[src/rtl/time_of_day_counter.sv]
// Time-of-day clock: prescaled BCD hh:mm:ss counter with validated loads and 12/24-hour display.
// Define TOD_ALARM_EN to add the hh:mm alarm ports and logic.
module time_of_day_counter #(
  parameter int TICK_DIV = 1000
) (
  input  logic        clk,
  input  logic        rst_n,
  input  logic        run,
  input  logic        mode_12h,
  input  logic        ld_valid,
  output logic        ld_ready,
  input  logic [19:0] ld_time,
  output logic [19:0] time_bcd,
  output logic        pm,
  output logic        sec_tick,
  output logic        day_wrap,
  output logic        ld_err
`ifdef TOD_ALARM_EN
  ,
  input  logic        alarm_en,
  input  logic [12:0] alarm_hm,
  output logic        alarm_hit
`endif
);

  localparam int PW = (TICK_DIV > 2) ? $clog2(TICK_DIV) : 1;
  localparam logic [PW-1:0] TERM = PW'(TICK_DIV - 1);

  typedef enum logic {RUN, CHECK} state_t;

  state_t      state, state_next;
  logic [PW-1:0] presc;
  logic [19:0] tod, tod_next, cap;
  logic        tick, wrap, cap_ok;
  logic [4:0]  hr, h12;
  logic [5:0]  disp_h;
  logic        disp_pm;

  assign tick = run && (state == RUN) && (presc == TERM);

  always_comb begin
    cap_ok = (cap[13:11] <= 3'd5) && (cap[10:7] <= 4'd9) &&
             (cap[6:4] <= 3'd5) && (cap[3:0] <= 4'd9) &&
             (((cap[19:18] < 2'd2) && (cap[17:14] <= 4'd9)) ||
              ((cap[19:18] == 2'd2) && (cap[17:14] <= 4'd3)));
  end

  always_comb begin
    state_next = state;
    ld_ready   = 1'b0;
    ld_err     = 1'b0;
    case (state)
      RUN: begin
        ld_ready = 1'b1;
        if (ld_valid) state_next = CHECK;
      end
      CHECK: begin
        ld_err     = !cap_ok;
        state_next = RUN;
      end
      default: state_next = RUN;
    endcase
  end

  // Ripple a one-second increment through the BCD digits; a valid load overrides it.
  always_comb begin
    tod_next = tod;
    wrap     = 1'b0;
    if (tick) begin
      if (tod[3:0] != 4'd9) tod_next[3:0] = tod[3:0] + 4'd1;
      else begin
        tod_next[3:0] = 4'd0;
        if (tod[6:4] != 3'd5) tod_next[6:4] = tod[6:4] + 3'd1;
        else begin
          tod_next[6:4] = 3'd0;
          if (tod[10:7] != 4'd9) tod_next[10:7] = tod[10:7] + 4'd1;
          else begin
            tod_next[10:7] = 4'd0;
            if (tod[13:11] != 3'd5) tod_next[13:11] = tod[13:11] + 3'd1;
            else begin
              tod_next[13:11] = 3'd0;
              if ((tod[19:18] == 2'd2) && (tod[17:14] == 4'd3)) begin
                tod_next[19:14] = 6'd0;
                wrap            = 1'b1;
              end else if (tod[17:14] == 4'd9) begin
                tod_next[17:14] = 4'd0;
                tod_next[19:18] = tod[19:18] + 2'd1;
              end else begin
                tod_next[17:14] = tod[17:14] + 4'd1;
              end
            end
          end
        end
      end
    end
    if ((state == CHECK) && cap_ok) tod_next = cap;
  end

  // 12-hour display remap; hours never exceed 12 there, so the tens digit is 0 or 1.
  always_comb begin
    hr      = 5'(tod_next[19:18]) * 5'd10 + 5'(tod_next[17:14]);
    h12     = hr;
    disp_h  = tod_next[19:14];
    disp_pm = 1'b0;
    if (mode_12h) begin
      if (hr == 5'd0)      h12 = 5'd12;
      else if (hr > 5'd12) h12 = hr - 5'd12;
      disp_pm = (hr >= 5'd12);
      disp_h  = (h12 >= 5'd10) ? {2'd1, 4'(h12 - 5'd10)} : {2'd0, h12[3:0]};
    end
  end

  always_ff @(posedge clk or negedge rst_n) begin
    if (!rst_n) state <= RUN;
    else        state <= state_next;
  end

  always_ff @(posedge clk or negedge rst_n) begin
    if (!rst_n) begin
      presc    <= '0;
      tod      <= '0;
      cap      <= '0;
      time_bcd <= '0;
      pm       <= 1'b0;
      sec_tick <= 1'b0;
      day_wrap <= 1'b0;
    end else begin
      if ((state == RUN) && ld_valid) cap <= ld_time;
      if (state == CHECK) begin
        if (cap_ok) presc <= '0;
      end else if (run) begin
        presc <= (presc == TERM) ? '0 : presc + 1'b1;
      end
      tod      <= tod_next;
      time_bcd <= {disp_h, tod_next[13:0]};
      pm       <= disp_pm;
      sec_tick <= tick;
      day_wrap <= tick && wrap;
    end
  end

`ifdef TOD_ALARM_EN
  // Only a counted second can fire the alarm, so loads landing on it stay silent.
  always_ff @(posedge clk or negedge rst_n) begin
    if (!rst_n) alarm_hit <= 1'b0;
    else        alarm_hit <= tick && alarm_en && (tod_next == {alarm_hm, 7'd0});
  end
`endif

endmodule

[config.mk]
export PLATFORM = sky130hd
export DESIGN_NAME = time_of_day_counter
export DESIGN_NICKNAME = d
export VERILOG_FILES = /design/src/rtl/time_of_day_counter.sv
export SDC_FILE = /design/constraint.sdc
export NUM_CORES = 1
export LEC_CHECK = 0
export ABC_AREA = 1
export CAP_MARGIN = 20
export CORE_MARGIN = 2
export CORE_UTILIZATION = 50
export CTS_CLUSTER_DIAMETER = 100
export DETAILED_ROUTE_END_ITERATION = 10
export PLACE_DENSITY = 0.77
export SYNTH_ARGS = -nofsm -noshare
export SYNTH_HDL_FRONTEND = slang
export SYNTH_SLANG_ARGS = --single-unit
[constraint.sdc]
create_clock -name clk -period 3.45 [get_ports clk]
set_input_delay 0.69 -clock clk [delete_from_list [all_inputs] [get_ports clk]]
set_output_delay 0.69 -clock clk [all_outputs]
set_load 0.05 [all_outputs]
==> results of run 1 <==
-- sequential cells by signal (all words and copies together), names as in the netlist --
register,count
state,1
tod,20
pm,1
sec_tick,1
day_wrap,1
cap,20
time_bcd,6
presc,10
-- worst max-delay path, cell delays in order, from the launching register on --
cell      delay [ps]
dfrtp_1          390
inv_2             80
ha_4             120
nand2_2           60
nor2_4           150
inv_1             90
nor2_2           130
nand2_2           90
a211oi_2         320
nor2_2           120
ha_4             190
fa_2             410
xnor2_2          230
inv_2             90
ha_4             180
buf_4            140
o21ai_0          320
o211ai_2         200
nand3_2          120
nand2_2           60
nand2_1           70
o21ai_1           60
-- layout make-up --
type / instances / area [um^2]
well taps: 96 / 120.1
inverters: 57 / 222.7
fillers: 522 / 1785
clock inverters: 1 / 30.03
multi-input cells: 287 / 1907
clock buffers: 14 / 172.7
repair buffers: 130 / 1092
flip-flops and latches: 60 / 1501
-- power breakdown --
part           total, mW  leakage [nW]  internal [mW]  switching, mW
registers           1.06         0.753          0.918          0.141
clock network      0.659         0.103          0.390          0.269
logic               3.84          1.58           1.69           2.14
-- per-stage QoR --
stage	instance area [um^2]	worst slack, ps	hold slack (ps)	util (%)
floorplan	3623	-47.58	394.4	-
global placement	4533	-706.1	467.3	66.36
detailed placement	4533	-846.8	467.7	66.36
CTS	4915	-106.7	484.6	71.94
global route	5046	-531.5	500.4	73.86
finish	5046	-302.0	486.8	73.86
-- kinds of logic after synthesis --
kind of cell             Yosys count
adder cells (fa/ha/maj)           15
flip-flops                        60
XOR/XNOR                          11
buffers and inverters             79
AND/OR/NAND/NOR                  194
AO/OA/AOI/OAI                     67
-- Yosys cell counts (all sizes together) --
cell type and instances:
dfrtp 60, clkbuf 7, o311ai 3, ha 14, o22ai 3, a211oi 1
nand3 36, nand2 120, a21oi 11, a31oi 2, nor2 29, o21ai 32
nand3b 2, fa 1, buf 15, xor2 7, o31ai 2, xnor2 4
inv 56, o211ai 4, a221oi 2, nor3 6, clkinv 1, or2 1
o221ai 7
-- metal layers --
| metal | part of all wire, % | up-vias | routed length (um) | global-route usage [%] |
|---|---|---|---|---|
| met2 | 49 | 114 | 4700 | 42.79 |
| li1 | - | 1613 | - | - |
| met3 | 5.2 | 27 | 494 | 4.478 |
| met5 | 0 | - | 0 | 0 |
| met1 | 42 | 1587 | 4005 | 30.65 |
| met4 | 3.2 | 0 | 304 | 11.16 |
-- worst max path at each step --
stage,endpoint,cells past startpoint
finish,time_bcd[15],21
detailed placement,time_bcd[16],27
global placement,time_bcd[15],26
CTS,time_bcd[16],27
global route,time_bcd[15],21
floorplan,time_bcd[16],27
-- repair_timing --
action,CTS,global route
hold endpoints to repair,0,0
setup endpoints to repair,4,4
pin swaps,15,16
setup buffers,13,9
resized for setup,21,17
==> impl_results.md, run 1 <==
- Status: complete, but fails checks
- Failing checks: setup timing
- Post-synthesis adder-cell area fraction: 5.479%
- Seq/Total Area, Yosys: 42.15%
- Synth warnings: 0
- Pwr per Cell Area: 1101 nW/um^2
- Post-DR wirelength/cell: 14.73 um
- Vias per cell: 5.180
- Clk_lat worst skew: 350 ps
- DP HPWL: 6085 um
- DR vias: 3,341
- Count of pins over their slew limit: 0
- Period utilisation layout: 108.8%
- Mapped cell area: 3562 um^2
- CP Launch Point: tod[8]
- Hold crit path type: flip-flop to flip-flop
- Reg2reg end: time_bcd[15]
- Initial Util: 52.14%
- Yosys top cell by area: dfrtp_1
- Worst-Margin Slew: 783.2 ps
- Antenna-violating nets left: 0
- Slew HR: 47.79%
- Final hold vios: 0
- Initial detailed-routing violation count: 153
- Leading cell types in the layout, fill and taps excluded: nand2_1, buf_4, dfrtp_1
- Boundary Pins: 50
- Layout cells sized above 1: 31.69%
- Unrepaired setup endpoints after global routing: true
- CP endpoint kind: flip-flop
- Synth area leaders: dfrtp_1, nand2_1, inv_1
- Hold path startpoint: cap[14]
- Worst reg2reg path depth: 21
- Cells after DPL: 608
- First-pass GRT wire length: 14,910 um
- RR Startpoint: tod[8]
- Post-synthesis compound-gate area fraction: 11.70%
- Fin worst setup slack: -302.0 ps
- DRT Pass-1 Iters: 5
- CP Class: flip-flop to flip-flop
- Final setup TNS: -1088 ps
- DRC errors left: 0
- Hold path depth: 2
- Maximum VDD drop: 1302 uV
- Most common cell after layout, fill and taps aside: nand2_1
- Antenna violations before repair: 0
- Static leakage: 2.437 nW
- Number of CTS-inserted buffers: 9
- Distinct cells, synth: 38
- GR Overflow Total: 0
- Final GP Congestion: 0.8274
- Post-route minimum period: 3752 ps
- Cells after synthesis: 426
- Crit Path Max Fanout: 5
- WP data required: 3680 ps
- Area grow syn2layout: 41.66%
- Worst hold path endpoint: cap[14]
- Nets: 585
- Core area: 6832 um^2
- Final wirelength: 9504 um
- Net Count, Synth: 466
- FP Rows: 30
- Final setup vio count: 4
- Num Clock Sinks: 60
- CTS tree: built
- Clock Path Buffers: 2
- Largest net degree at the start of global routing: 61
- Worst EP arrival: 3980 ps
- Area share of the largest cell type after synthesis: 42.15%
- Final Total Pwr: 5.555 mW
- # port buffers: 49
- Reg clk slew, reported paths: 60 ps
- DIE AREA: 7815 um^2
- Largest family of logic cells by synthesized area: simple AND/OR/NAND/NOR gates
- Simple-gate share of the synthesized area: 28.03%
- N_diodes: 0
- Synth Area in XOR/XNOR: 2.705%
- Mux share of post-synthesis cell area: 0%
- Yosys reg bits: 60
- Mean post-synth cell area: 8.362 um^2
- Final std cells w/o fill: 645
- # hold bufs at CTS: 0
- Die Ht: 88.41 um
- H-Tree Depth: 3
- GRT Total Usage: 24.92%
- Die Width: 88.41 um
- Max cap viols: 0
- Skew final: 9.078 ps
- Clk root buf: clkbuf_8
- Max Clk Rate: 266.5 MHz
- Startpoint type of the worst setup path: flip-flop
- Vias in the first global route: 3,273
- Worst R2R Setup Slack: -300 ps
(Power assumes the default switching activity.)
==> run 2: changes to the inputs <==
CTS_BUF_LIST = sky130_fd_sc_hd__clkbuf_4 sky130_fd_sc_hd__clkbuf_8   (was not set)
==> impl_results.md, run 2 (synthesized netlist as in run 1, its figures left out) <==
- DIE AREA: 7815 um^2 (unchanged)
- H-Tree Depth: 3 (unchanged)
- Maximum VDD drop: 1154 uV (-11%)
- GR Overflow Total: 0 (unchanged)
- Die Width: 88.41 um (unchanged)
- CTS tree: built
- Final hold vios: 0 (unchanged)
- FP Rows: 30 (unchanged)
- Fin worst setup slack: -216.1 ps (+85.95 ps)
- Antenna violations before repair: 0 (unchanged)
- Reg clk slew, reported paths: 60 ps (about the same)
- Register Area: 1501 um^2 (unchanged)
- DRT Pass-1 Iters: 4 (-1)
- GR Util met1: 31.36% (+0.72 points)
- DP HPWL: 6085 um (unchanged)
- Crit path max-delay cell type: fa_2
- Num Clock Sinks: 60 (unchanged)
- Setup WS pre-CTS: -846.8 ps (unchanged)
- Nets: 590 (+0.85%)
- Final Total Pwr: 5.436 mW (-2.1%)
- Final GP Congestion: 0.8274 (unchanged)
- Count of pins over their slew limit: 0 (unchanged)
- Routing usage on met2: 41.83% (-0.96 points)
- Initial Util: 52.14% (unchanged)
- N_diodes: 0 (unchanged)
- First-pass GRT wire length: 14,790 um (-0.83%)
- Layout cells sized above 1: 33.03% (+1.3 points)
- Final setup TNS: -758.8 ps (+329.2 ps)
- CP Class: flip-flop to flip-flop
- Slew HR: 48.33% (+0.55 points)
- Post-DR wirelength/cell: 14.44 um (-2.0%)
- Most common cell after layout, fill and taps aside: nand2_1
- Clk_lat worst skew: 350 ps (about the same)
- DRC errors left: 0 (unchanged)
- DR vias: 3,359 (+0.54%)
- Gr busiest metal: met2
- Unrepaired setup endpoints after global routing: true
- Cells after DPL: 608 (unchanged)
- Failing checks: setup timing
- Vias in the first global route: 3,234 (-1.2%)
- Number of CTS-inserted buffers: 9 (unchanged)
- Startpoint type of the worst setup path: flip-flop
- Final wirelength: 9386 um (-1.2%)
- Max Clk Rate: 272.8 MHz (+2.3%)
- Filler cells: 506 (-3.1%)
- Skew final: 7.610 ps (-1.468 ps)
- Clk root buf: clkbuf_8
- Multi-input gate area: 1897 um^2 (-0.52%)
- Antenna-violating nets left: 0 (unchanged)
- Leading cell types in the layout, fill and taps excluded: nand2_1, buf_4, dfrtp_1
- # port buffers: 49 (unchanged)
- Top flop regs: cap: 20 flops, tod: 20 flops, presc: 10 flops
- Initial detailed-routing violation count: 144 (-5.9%)
- Post-route minimum period: 3666 ps (-85.95 ps)
- Crit Path Max Fanout: 6 (+1)
- Static leakage: 2.462 nW (+1.0%)
- CP endpoint kind: flip-flop
- Status: complete, but fails checks
- Pwr per Cell Area: 1069 nW/um^2 (-2.9%)
- Crit-path max cell delay: 410 ps (about the same)
- GRT Total Usage: 24.68% (-0.24 points)
- Die Ht: 88.41 um (unchanged)
- Worst EP arrival: 3900 ps (-80 ps)
- Hold crit path type: flip-flop to flip-flop
- Boundary Pins: 50 (unchanged)
- Final std cells w/o fill: 650 (+0.78%)
- Final setup vio count: 4 (unchanged)
- Largest net degree at the start of global routing: 61 (unchanged)
- Met3 Use GR: 3.731% (-0.75 points)
- Period utilisation layout: 106.3% (-2.5 points)
- WP data required: 3680 ps (about the same)
- Vias per cell: 5.168 (-0.23%)
- Area grow syn2layout: 42.75%
- Core area: 6832 um^2 (unchanged)
- Clock Path Buffers: 2 (unchanged)
- # hold bufs at CTS: 0 (unchanged)
- Max cap viols: 0 (unchanged)
- Worst-Margin Slew: 775.0 ps (-8.186 ps)
## run 2: critical path, delay by kind of cell, from the launching register on
family / cells / cell delay (ps)
adders and majority gates: 4 / 940
DFF: 1 / 370
AOI/OAI and AO/OA: 3 / 250
buffers and inverters: 6 / 610
and+or+nand+nor: 11 / 1010
xor gates and xnor gates: 2 / 380
## run 2: cell type report
class	count	share of cell area, %
clock buffer	14	3.543
clock inverter	1	0.5906
inverter	57	4.380
multi-input combinational	287	37.30
sequential	60	29.53
tap	96	2.362
timing repair buffer	135	22.29
## run 2: path summary, 6_finish.rpt
check                           startpoint      endpoint  depth (start not counted)  slack [ps]
max in group asynchronous            rst_n       tod[15]                          2        2440
min in group asynchronous            rst_n        cap[3]                          2         510
worst min register to register     cap[14]       cap[14]                          2         480
worst max register to register    presc[1]  time_bcd[15]                         26        -220
worst min-delay path               cap[14]       cap[14]                          2         480
worst max-delay path              presc[1]  time_bcd[15]                         26        -220
## run 2: what timing repair did
action	4_1_cts	5_1_grt
setup buffers	13	14
pin swaps	15	14
gates resized for setup	21	17
cloned	0	0
setup endpoints to repair	4	4
## run 2: power breakdown
| group | internal [mW] | switching (mW) |
|---|---|---|
| Sequential | 0.917 | 0.145 |
| Combinational | 1.64 | 2.05 |
| Clock | 0.405 | 0.273 |
| Total | 2.97 | 2.47 |
## run 2: through the flow
| step | util (%) | hold slack, ps | instance area (um^2) |
|---|---|---|---|
| 5_1_grt | 74.43 | 500.5 | 5085 |
| 4_1_cts | 72.05 | 484.6 | 4922 |
| 6_report | 74.43 | 484.1 | 5085 |
| 3_3_place_gp | 66.36 | 467.3 | 4533 |
| 2_1_floorplan | - | 394.4 | 3623 |
| 3_5_place_dp | 66.36 | 467.7 | 4533 |
## run 2: metal layers
| metal | part of all wire (%) | up-vias |
|---|---|---|
| met5 | 0 | - |
| met4 | 2.4 | 0 |
| met3 | 4.2 | 20 |
| met2 | 50 | 94 |
| met1 | 43 | 1619 |
| li1 | - | 1626 |
==> run 3: changes to the inputs <==
CORE_ASPECT_RATIO = 1.4   (was not set)
==> impl_results.md, run 3 (synthesized netlist as in run 1, its figures left out) <==
- Final hold slack: 273.8 ps (-210.3 ps)
- NetSw: 2.641 mW (+7.0%)
- Register Area: 1501 um^2 (unchanged)
- DRT Pass-1 Iters: 4 (unchanged)
- DIE AREA: 7825 um^2 (+0.12%)
- Initial detailed-routing violation count: 145 (+0.69%)
- Clk root buf: clkbuf_8
- Share of total power in the clock network: 10.7% (-1.8 points)
- Clk_lat worst skew: 360 ps (about the same)
- Final instance area: 5054 um^2 (-0.62%)
- Die Width: 75.34 um (-15%)
- RR Startpoint: tod[18]
- GR Overflow Total: 0 (unchanged)
- Crit Path Max Fanout: 3 (-3)
- # hold bufs at CTS: 0 (unchanged)
- Logic pwr share: 70.2% (+2.2 points)
- Startpoint type of the worst setup path: flip-flop
- DR vias: 3,323 (-1.1%)
- Final std cells w/o fill: 641 (-1.4%)
- Leading cell types in the layout, fill and taps excluded: nand2_1, buf_4, dfrtp_1
- Wire length on met1: 3842 um (-5.9%)
- Max Clk Rate: 274.7 MHz (+0.71%)
- Vias in the first global route: 3,361 (+3.9%)
- Period utilisation layout: 105.5% (-0.75 points)
- Setup WS pre-CTS: -826.0 ps (+20.75 ps)
- CP delay by family, top: simple AND/OR/NAND/NOR gates
- Crit-path max cell delay: 420 ps (about the same)
- CP endpoint kind: flip-flop
- Num Clock Sinks: 60 (unchanged)
- Worst R2R Setup Slack: -190 ps (+30 ps)
- Filler cells: 506 (unchanged)
- Slew HR: 66.50% (+18 points)
- Count of pins over their slew limit: 0 (unchanged)
- Worst-Margin Slew: 500.9 ps (-274.1 ps)
- Cell Area, Placed: 4524 um^2 (-0.19%)
- DR WL met3: 488 um (+24%)
- Final wirelength: 9628 um (+2.6%)
- Number of CTS-inserted buffers: 9 (unchanged)
- Final GP Congestion: 0.8380 (+1.3%)
- Post-DR wirelength/cell: 15.02 um (+4.0%)
- Hold crit path type: primary input to asynchronous set/reset pin
- Reg2reg end: time_bcd[15]
- FP Rows: 36 (+20%)
- Clock Path Buffers: 2 (unchanged)
- Final setup vio count: 4 (unchanged)
- Static leakage: 2.436 nW (-1.0%)
- Unrepaired setup endpoints after global routing: true
- Internal power: 2.918 mW (-1.6%)
- Cells after DPL: 606 (-0.33%)
- Crit path max-delay cell type: a31oi_1
- Vias per cell: 5.184 (+0.32%)
- Final setup TNS: -566.7 ps (+192.2 ps)
- Highest Signal Layer: met4
- Die Ht: 103.9 um (+17%)
- Most common cell after layout, fill and taps aside: nand2_1
- Pwr per Cell Area: 1100 nW/um^2 (+2.9%)
- CTS tree: built
- Layout cells sized above 1: 32.78% (-0.25 points)
- Reg clk slew, reported paths: 70 ps (about the same)
- CP Buf/Inv Count: 3 (-3)
- GRT Total Usage: 25.11% (+0.43 points)
- WP data required: 3720 ps (+40 ps)
- Switching share of power: 47.51% (+2.1 points)
- Post-route minimum period: 3640 ps (-25.78 ps)
- CP Class: flip-flop to flip-flop
- Multi-input gate area: 1959 um^2 (+3.3%)
- Area grow syn2layout: 41.87%
- Antenna violations before repair: 0 (unchanged)
- Worst reg2reg path depth: 22 (-15%)
- Met2 wire len: 4895 um (+4.5%)
- Antenna-violating nets left: 0 (unchanged)
- Worst EP arrival: 3910 ps (about the same)
- Nets: 581 (-1.5%)
- Core area: 6937 um^2 (+1.5%)
- Final core occ: 72.85% (-1.6 points)
- Status: complete, but fails checks
- First-pass GRT wire length: 15,090 um (+2.1%)
- Largest net degree at the start of global routing: 23 (-62%)
- H-Tree Depth: 3 (unchanged)
- Max cap viols: 0 (unchanged)
- Final hold vios: 0 (unchanged)
- Skew final: 13.69 ps (+6.077 ps)
- Boundary Pins: 50 (unchanged)
- DP HPWL: 6269 um (+3.0%)
- CP Cell Sequence: inv_1 -> ha_1 -> a31oi_1 -> nand3_4 -> o211ai_1 -> o21ai_1 -> inv_2 -> ha_4 -> nand2_1 -> nand2_1 -> a31oi_4 -> nand3_2 -> nand2_4 -> nand2_4 -> buf_4 -> nand3_1 -> nand3_2 -> nand2_1 -> nand3_4 -> nand2_4 -> nand2_2 -> o21ai_1
- Maximum VDD drop: 1138 uV (-1.4%)
- Sequential share of power: 19.1% (-0.4 points)
- Final Total Pwr: 5.560 mW (+2.3%)
- Top flop regs: cap: 20 flops, tod: 20 flops, presc: 10 flops
- Initial Util: 51.35% (-0.79 points)
- # port buffers: 49 (unchanged)
- Fin worst setup slack: -190.3 ps (+25.78 ps)
- N_diodes: 0 (unchanged)
- Failing checks: setup timing
- DRC errors left: 0 (unchanged)
-- run 3: cell types whose count changed in the layout (fill, tap and decap cells not counted), sizes merged --
cell,before,now
bufinv,1,0
clkinv,1,3
buf,87,78
-- run 3: power by group through the flow --
| stage | Clock, mW | Combinational, mW | Sequential (mW) |
|---|---|---|---|
| after floorplan | 0 | 1.96 | 1.21 |
| final | 0.596 | 3.90 | 1.06 |
| after detailed placement | 0 | 3.06 | 1.06 |
| after global routing | 0.634 | 4.20 | 1.08 |
| after global placement | 0 | 2.93 | 1.05 |
| after CTS | 0.595 | 3.55 | 1.05 |
-- run 3: final cells by class --
| class | instances | share of cell area, % |
|---|---|---|
| clock buffer | 14 | 3.318 |
| timing repair buffer | 126 | 21.24 |
| tap | 95 | 2.352 |
| clock inverter | 2 | 0.1981 |
| sequential | 60 | 29.71 |
| inverter | 57 | 4.407 |
| multi-input combinational | 287 | 38.77 |
-- run 3: how the worst max path moves through the flow --
stage	start	endpoint	slack, ps	cells after the start
floorplan	run	time_bcd[16]	-50	27
global placement	run	time_bcd[18]	-700	26
detailed placement	run	time_bcd[15]	-830	26
CTS	tod[1]	time_bcd[15]	-90	28
global route	tod[8]	time_bcd[15]	-340	25
finish	tod[18]	time_bcd[15]	-190	22
-- run 3: timing repair --
item                                   4_1_cts  5_1_grt
setup buffers                               16        6
pin swaps                                   19       18
setup endpoints to repair                    4        4
resized for setup                           32       21
endpoints found under the hold margin        0        0
-- run 3: routing by layer --
layer / up-vias / track usage, %
met3: 33 / 5.523
met1: 1568 / 30.59
li1: 1610 / -
met4: 0 / 12.78
met5: - / 0
met2: 112 / 40.50
==> patch (settings of run 2) <==
Add a define of `TOD_ALARM_EN`.
--- a/src/rtl/time_of_day_counter.sv
+++ b/src/rtl/time_of_day_counter.sv
@@ -1,4 +1,6 @@
 // Time-of-day clock: prescaled BCD hh:mm:ss counter with validated loads and 12/24-hour display.
 // Define TOD_ALARM_EN to add the hh:mm alarm ports and logic.
+`define TOD_ALARM_EN
+
 module time_of_day_counter #(
   parameter int TICK_DIV = 1000
Ports: changed (added alarm_en, alarm_hit and alarm_hm); port bits go from 50 to 65. The function was not compared with the original's and may differ.
==> patch against run 2 <==
- power increased by 1.7%
- wire length is 13% higher
- synthesized area grew 7.1%
- combinational power grew 2%
- setup slack got worse by 62 ps
- critical endpoint is now time_bcd[16]$_DFF_PN0_
- via count is 15% higher
- final area is 7.5% higher
- the run still ends with negative setup slack left
- sequential cell count up 1
==> patch: results (changes against run 2) <==
Failing checks = negative setup slack
Worst vdd ir = 0.989 mV (-14%)
Setup violators final = 4 (unchanged)
Yosys cell types = 42 (+11%)
Port Buffer Count = 64 (+31%)
Post-DP HPWL = 7790 microns (+28%)
Leakage = 2.70 nW (+9.8%)
Register area share after synthesis = 0.400 (-0.0215)
GP Congestion = 0.942 (+14%)
Synth top area cells = dfrtp_1 40%, nand2_1 12%, inv_1 6.5%
GRT Resource Usage Total = 0.263 (+0.0166)
Max incr delay on CP = 480 ps (+70 ps)
FILL cells = 490 (-3.2%)
Relative slew slack = 0.476 (-0.00705)
Clk pin slew, worst setup/hold paths = 80 ps (+20 ps)
CP max FO = 3 (-3)
Detailed Route Iter0 Violations = 235 (+63%)
Via-to-Cell Ratio = 5.20 (+0.65%)
WL final = 10700 microns (+13%)
DRT Pass-1 Iters = 5 (+1)
Pwr dens = 1010 mW/mm^2 (-5.4%)
Root Driver = clkbuf_8
Multi-input gate area = 0.00200 sq mm (+5.7%)
FFs w/ async S/R, synth = 1.00 (unchanged)
Post-Syn Nets = 544 (+17%)
First-pass GRT wire length = 17400 microns (+18%)
Seq. pwr = 0.00105 W
Largest net degree at the start of global routing = 34 (-44%)
Internal Pwr Total = 0.00299 W (+0.87%)
Nets@finish = 687 (+16%)
Most frequent cells after synthesis = 125 x nand2_1, 66 x inv_1, 61 x dfrtp_1
Num CTS Buffers = 9 (unchanged)
Dpl cell area = 0.00499 sq mm (+10%)
Worst path arrival time = 3960 ps (+60 ps)
Slowest CP cell = fa_2
Clock skew = 8.82 ps (+1.21 ps)
Vias in the first global route = 3798 (+17%)
Worst Hold Class = primary input to async pin
Worst-case clock buffer depth = 2 (unchanged)
Status = complete, but fails checks
Layout cell share with drive strength beyond 1 = 0.277 (-0.0531)
Setup slack after layout = -278 ps (-62.0 ps)
==> patch: cell types whose count changed after synthesis, moves of 4 or more <==
cell | run 2 | this run
clkbuf_1 | 7 | 2
nand2_4 | 8 | 3
nand3_2 | 9 | 1
o21a_1 | 0 | 5
o21ai_0 | 27 | 36
or2_2 | 0 | 6
inv_1 | 51 | 66
nor2_1 | 20 | 29
nand2_1 | 105 | 125
inv_2 | 5 | 10
ha_1 | 14 | 10
nand3_1 | 25 | 32
o221ai_1 | 7 | 2
nand4_1 | 0 | 5
==> patch: layer usage <==
layer,vias up,track usage,share of wire
met1,1802,0.334,0.43
li1,1861,-,-
met5,-,0,0
met2,164,0.440,0.48
met3,27,0.0506,0.069
met4,0,0.111,0.026
==> patch: cells by family (layout without fill, tap and decap cells) <==
kind of cell / after synthesis / after routing / share of synthesized area
flip-flops: 61 / 61 / 0.400
adder cells (fa/ha/maj): 11 / 11 / 0.0380
buffers and inverters: 98 / 246 / 0.111
AND/OR/NAND/NOR: 239 / 239 / 0.312
AO/OA/AOI/OAI: 74 / 74 / 0.114
XOR/XNOR: 11 / 11 / 0.0252
==> patch: timing repair <==
action | 4_1_cts | 5_1_grt
pin swaps | 22 | 6
gates cloned | 0 | 0
setup buffers | 16 | 6
resized for setup | 17 | 7
endpoints found under the setup margin | 4 | 4
==> patch: area by class of cell <==
type                            instances  area share
Multi-Input combinational cell        335       0.367
Sequential cell                        61       0.279
Timing Repair Buffer                  152       0.237
Inverter                               78      0.0536
Clock buffer                            9      0.0227
Tap cell                               99      0.0227
Clock inverter                          7      0.0181
==> patch: worst paths after layout <==
path                                           start                     end  slack (ps)  cells past startpoint
min in group clk                 cap[14]$_DFFE_PN0P_     cap[14]$_DFFE_PN0P_         500                      2
worst min-delay path                           rst_n    presc[5]$_DFFE_PN0P_         310                      1
worst min register to register   cap[14]$_DFFE_PN0P_     cap[14]$_DFFE_PN0P_         500                      2
worst max register to register  presc[0]$_DFFE_PN0P_  time_bcd[16]$_DFF_PN0_        -280                     27
worst max-delay path            presc[0]$_DFFE_PN0P_  time_bcd[16]$_DFF_PN0_        -280                     27
max in group asynchronous                      rst_n     cap[16]$_DFFE_PN0P_        2450                      2
==> patch: through the flow <==
step / instances / setup slack [ps] / TNS (ps)
3_3_place_gp: 703 / -633 / -2550
3_5_place_dp: 703 / -875 / -3680
2_1_floorplan: 494 / -97.9 / -227
5_1_grt: 741 / -425 / -1560
6_report: 741 / -278 / -944
4_1_cts: 735 / -155 / -593
==> patch: critical path: cells and delay by family (launching register included) <==
family / cells / cell delay, ps
compound gates: 2 / 280
fa+ha+maj: 5 / 1110
buf+inv: 3 / 250
flops: 1 / 410
simple gates: 17 / 1570
